**src/rtl/booth_radix2_divider.sv**
```systemverilog
// Sequential signed divider: 2*W-bit dividend / W-bit divisor, one quotient bit per cycle.
// Unsigned restoring core with sign pre-processing and post-correction; start/ready handshake.
module booth_radix2_divider #(
  parameter int unsigned DIVIDEND_W = 16,
  parameter int unsigned DIVISOR_W  = 8
) (
  input  logic                  clk,
  input  logic                  reset,
  input  logic                  start,
  input  logic [DIVIDEND_W-1:0] dividend,
  input  logic [DIVISOR_W-1:0]  divisor,
  output logic [DIVISOR_W-1:0]  quotient,
  output logic [DIVISOR_W-1:0]  remainder,
  output logic                  ready,
  output logic                  busy,
  output logic                  overflow,
  output logic                  div_by_zero
);

  localparam int unsigned PW = DIVISOR_W + 1;
  localparam int unsigned CW = $clog2(DIVIDEND_W + 1);
  localparam logic [DIVIDEND_W-1:0] QLIM = DIVIDEND_W'(1) << (DIVISOR_W - 1);

  typedef enum logic [1:0] {S_IDLE, S_COMPUTE, S_CORRECT} state_t;

  state_t                r_state, w_next;
  logic                  r_sign_q, r_sign_r, r_dz;
  logic [DIVIDEND_W-1:0] r_dq;
  logic [DIVISOR_W-1:0]  r_dvs, r_dvd_lo;
  logic [PW-1:0]         r_rem;
  logic [CW-1:0]         r_cnt;

  logic [DIVIDEND_W-1:0] w_dvd_mag;
  logic [DIVISOR_W-1:0]  w_dvs_mag, w_qlo, w_rm;
  logic [PW-1:0]         w_sh;
  logic [PW:0]           w_diff;
  logic                  w_ge, w_ovf, w_dz_in;

  assign w_dvd_mag = dividend[DIVIDEND_W-1] ? -dividend : dividend;
  assign w_dvs_mag = divisor[DIVISOR_W-1] ? -divisor : divisor;
  assign w_dz_in   = (divisor == '0);

  // Bit shifted out of the partial remainder guarantees the trial subtraction succeeds.
  assign w_sh   = {r_rem[PW-2:0], r_dq[DIVIDEND_W-1]};
  assign w_diff = {1'b0, w_sh} - {2'b00, r_dvs};
  assign w_ge   = r_rem[PW-1] | ~w_diff[PW];

  assign w_qlo = r_dq[DIVISOR_W-1:0];
  assign w_rm  = r_rem[DIVISOR_W-1:0];
  assign w_ovf = r_sign_q ? (r_dq > QLIM) : (r_dq > (QLIM - DIVIDEND_W'(1)));

  assign busy = (r_state != S_IDLE);

  always_ff @(posedge clk) begin
    if (reset) r_state <= S_IDLE;
    else       r_state <= w_next;
  end

  always_comb begin
    w_next = r_state;
    case (r_state)
      S_IDLE:    if (start) w_next = w_dz_in ? S_CORRECT : S_COMPUTE;
      S_COMPUTE: if (r_cnt == CW'(1)) w_next = S_CORRECT;
      S_CORRECT: w_next = S_IDLE;
      default:   w_next = S_IDLE;
    endcase
  end

  always_ff @(posedge clk) begin
    if (reset) begin
      r_sign_q    <= 1'b0;
      r_sign_r    <= 1'b0;
      r_dz        <= 1'b0;
      r_dq        <= '0;
      r_dvs       <= '0;
      r_dvd_lo    <= '0;
      r_rem       <= '0;
      r_cnt       <= '0;
      quotient    <= '0;
      remainder   <= '0;
      ready       <= 1'b0;
      overflow    <= 1'b0;
      div_by_zero <= 1'b0;
    end else begin
      case (r_state)
        S_IDLE: begin
          if (start) begin
            r_sign_q <= dividend[DIVIDEND_W-1] ^ divisor[DIVISOR_W-1];
            r_sign_r <= dividend[DIVIDEND_W-1];
            r_dq     <= w_dvd_mag;
            r_dvs    <= w_dvs_mag;
            r_dvd_lo <= dividend[DIVISOR_W-1:0];
            r_rem    <= '0;
            r_dz     <= w_dz_in;
            r_cnt    <= w_dz_in ? '0 : CW'(DIVIDEND_W);
            ready    <= 1'b0;
          end
        end
        S_COMPUTE: begin
          r_rem <= w_ge ? w_diff[PW-1:0] : w_sh;
          r_dq  <= {r_dq[DIVIDEND_W-2:0], w_ge};
          r_cnt <= r_cnt - CW'(1);
        end
        S_CORRECT: begin
          if (r_dz) begin
            quotient    <= '1;
            remainder   <= r_dvd_lo;
            overflow    <= 1'b0;
            div_by_zero <= 1'b1;
          end else begin
            quotient    <= r_sign_q ? -w_qlo : w_qlo;
            remainder   <= r_sign_r ? -w_rm : w_rm;
            overflow    <= w_ovf;
            div_by_zero <= 1'b0;
          end
          ready <= 1'b1;
        end
        default: ;
      endcase
    end
  end

endmodule

```
**config.mk**
```make
export PLATFORM = sky130hd
export DESIGN_NAME = booth_radix2_divider
export DESIGN_NICKNAME = d
export VERILOG_FILES = /design/src/rtl/booth_radix2_divider.sv
export SDC_FILE = /design/constraint.sdc
export NUM_CORES = 1
export LEC_CHECK = 0
export ABC_AREA = 1
export CORE_UTILIZATION = 61
export CTS_BUF_LIST = sky130_fd_sc_hd__clkbuf_4 sky130_fd_sc_hd__clkbuf_8 sky130_fd_sc_hd__clkbuf_16
export DETAILED_ROUTE_END_ITERATION = 10
export HOLD_SLACK_MARGIN = 0.02
export MAX_ROUTING_LAYER = met4
export PLACE_DENSITY = 0.86
export SLEW_MARGIN = 10
export SYNTH_ARGS = -nofsm -noshare
export SYNTH_HDL_FRONTEND = slang
export SYNTH_SLANG_ARGS = --single-unit
```
**constraint.sdc**
```tcl
create_clock -name clk -period 4.3 [get_ports clk]
set_clock_uncertainty 0.1 [all_clocks]
set_input_delay 0.43 -clock clk [delete_from_list [all_inputs] [get_ports clk]]
set_output_delay 0.43 -clock clk [all_outputs]
set_load 0.05 [all_outputs]
```
==> results_dict.tcl <==
set metrics [dict create \
    power.density_nw_per_um2 454 \
    die_h_um 84.8 \
    outcome "finished, violations left" \
    criticalPathCategory "in -> reg" \
    io_pins 47 \
    synthTopCellsByArea "dfxtp_1 (34%), nand2_1 (13%), a21oi_1 (7.1%)" \
    grt_first_pass_wirelength_mm 18.3 \
    core_area_sq_um 6490 \
    period_needed_ps 2360 \
    drv_cap 0 \
    tritoncts "yes" \
    die_w_um 84.8 \
    syn_area_sq_um 4180 \
    port_buffers 46 \
    synthSimpleGateAreaFrac_pct 29.9 \
    worst_pin_slew_ps 1000 \
    power_frac_seq_pct 36.3 \
    switching_share_pct 43.0 \
    end_kind "flip-flop" \
    final.period_utilization_pct 54.8 \
    crit_buf_inv 2 \
    internal_power_mw 1.24 \
    hold_path.class "reg -> reg" \
    drcViolationCount 2 \
    clkTransAtPathRegs_ps 90 \
    violations "DRC" \
    ctsLongestPathBuffers 2 \
    vias_per_cell 5.83 \
    pwr-share-comb_pct 40.1 \
    slew_headroom_pct 32.9 \
    yosysUniqueCellTypes 38 \
    fillers 536 \
    cts_resized 0 \
    async_reset_ff_share_pct 0 \
    cts_setup_buffers 0 \
    synth_area_per_cell_sq_um 6.60 \
    holdWs_ps 372 \
    gr-usage-all-layers_pct 32.8 \
    ys_warn_count 0 \
    synth-xor-area-share_pct 1.89 \
    place_congestion 0.902 \
    ir_drop_mv 0.224 \
    finalNetCount 709 \
    synth-compound-area-share_pct 19.6 \
    arrival_ps 2490 \
    hold_viol 0 \
    power_mw 2.18 \
    vias 4366 \
    drive_gt1_share_pct 5.21 \
    grt_max_degree 38 \
    seq_area_frac_synth_pct 33.5 \
    yosysMostFrequentCell "nand2_1" \
    grt_pass1_vias 3990 \
    first_pass_iters 11 \
    final-setup-viol-count 0 \
    synth_top_family_by_area "simple AND/OR/NAND/NOR gates" \
    syn_to_final_growth_pct 14.8 \
    yosys-top-cells-count "nand2_1 (145), inv_1 (76), dfxtp_1 (70)" \
    maxSlewViolCount 0 \
    final_util_pct 73.9 \
    critPathMaxStageDelay_ps 560 \
    clock-sinks 70 \
    finalWirelength_mm 10.8 \
    start_util_pct 64.4 \
    hpwl_mm 7.77 \
    rsz0062_at_grt "no" \
    synthCells 633 \
    max_clock_freq_mhz 424 \
    drt_iter0_drc 351 \
    switchingPower_uw 935 \
    ctsHoldBuffers 0 \
    fp-row-count 29 \
    tns_ps 0 \
    antenna_found_initial 0 \
    die_area_sq_um 7190 \
    syn_nets 675 \
    synth-edff-count 0 \
    slowest_stage "nor2_4" \
    cts_root_buffer "clkbuf_8" \
    yosysTopAreaCell "dfxtp_1" \
    p_leak_nw 2.07 \
    synth.area.mux_share_pct 0 \
    crit_required_ps 4430 \
    path_max_fanout 37 \
    clk-insertion-delay-late_ps 360 \
    cts_made_buffers 9 \
    grt_remaining_overflow 0 \
    ant_nets 0 \
    synth.top_cell.area_share_pct 33.5 \
    clockPowerShare_pct 23.6 \
    drt-wirelength-per-cell_um 14.5 \
    synth-adder-area-share_pct 4.67 \
    diodes 0 \
    synth_seq_cells 70 \
    crit_family "simple AND/OR/NAND/NOR gates" \
    h-tree-depth 3 \
    synth_flop_cell "dfxtp_1" \
    worstSetupStartpointType "input pin" \
    cp_cell_sequence "clkdlybuf4s50_1 > nand2_1 > nor2_4 > nor2_4 > inv_2 > nor2_1 > a21oi_1 > a21oi_1" \
]
==> registers in the layout (all words and copies together) (netlist names) <==
register,flops
div_by_zero,1
r_dz,1
r_sign_q,1
remainder,8
overflow,1
r_dq,16
ready,1
quotient,8
r_dvs,8
r_rem,9
r_sign_r,1
r_state,2
r_dvd_lo,8
r_cnt,5
==> cell usage in the layout (no fill, tap or decap), drive strengths merged <==
cell type and n:
o22ai 1, clkinv 1, xor2 6, o21a 2
clkinvlp 2, clkdlybuf4s50 46, xnor2 3, inv 85
o221ai 3, a311oi 1, nand3b 2, a31oi 15
buf 1, o21ai 57, nand2 145, ha 14
dfxtp 70, nand4 8, a22oi 1, nand3 52
or2 3, nor2 64, o211ai 4, nor3 10
a211oi 3, a221oi 1, nor4 2, clkbuf 9
a21oi 60, fa 1
==> area by class of cell <==
cell class	instances	area (sq um)	area share, %
flip-flops and latches	70	1400	29.2
inverters	81	307	6.39
clock inverters	7	61.3	1.28
repair buffers	47	468	9.75
multi-input cells	458	2340	48.8
clock buffers	9	124	2.58
well taps	77	96.3	2.01
==> logic make-up (layout without fill, tap and decap cells) <==
group	count (synthesis)	after routing
xor gates and xnor gates	9	9
DFF	70	70
adders and majority gates	15	15
and+or+nand+nor	286	286
AOI/OAI and AO/OA	148	148
buffers and inverters	105	144
==> worst paths after layout <==
check,from,end,slack (ps),cells past startpoint
worst max-delay path,start,r_rem[3],1940,8
worst min register to register,overflow,overflow,370,2
worst max register to register,r_state[1],remainder[2],2000,6
worst min-delay path,overflow,overflow,370,2
==> per-layer routing <==
metal | global-route usage (%) | routed length, um
met1 | 42.2 | 4960
met2 | 53.1 | 4980
met4 | 10.2 | 206
met5 | - | 0
met3 | 5.41 | 684
==> power groups by stage <==
| stage | Clock (mW) | Combinational [mW] | Sequential [mW] |
|---|---|---|---|
| detailed placement | 0 | 0.847 | 0.802 |
| floorplan | 0 | 0.655 | 0.798 |
| finish | 0.514 | 0.872 | 0.790 |
| CTS | 0.509 | 0.856 | 0.788 |
| global placement | 0 | 0.820 | 0.801 |
| global route | 0.543 | 0.976 | 0.798 |
==> stage by stage <==
stage               instances  instance area, sq um  setup WS, ps
global route              749                  4800          1800
global placement          733                  4610          1700
CTS                       749                  4800          1950
finish                    749                  4800          1940
floorplan                 633                  4180          2590
detailed placement        733                  4610          1610
==> tightest hold or removal path, stage by stage, from the launching register on <==
cell,delay (ps)
dfxtp_1,320
nand2_1,60
a21oi_1,50
No activity file was read; power rests on OpenSTA's default activity.
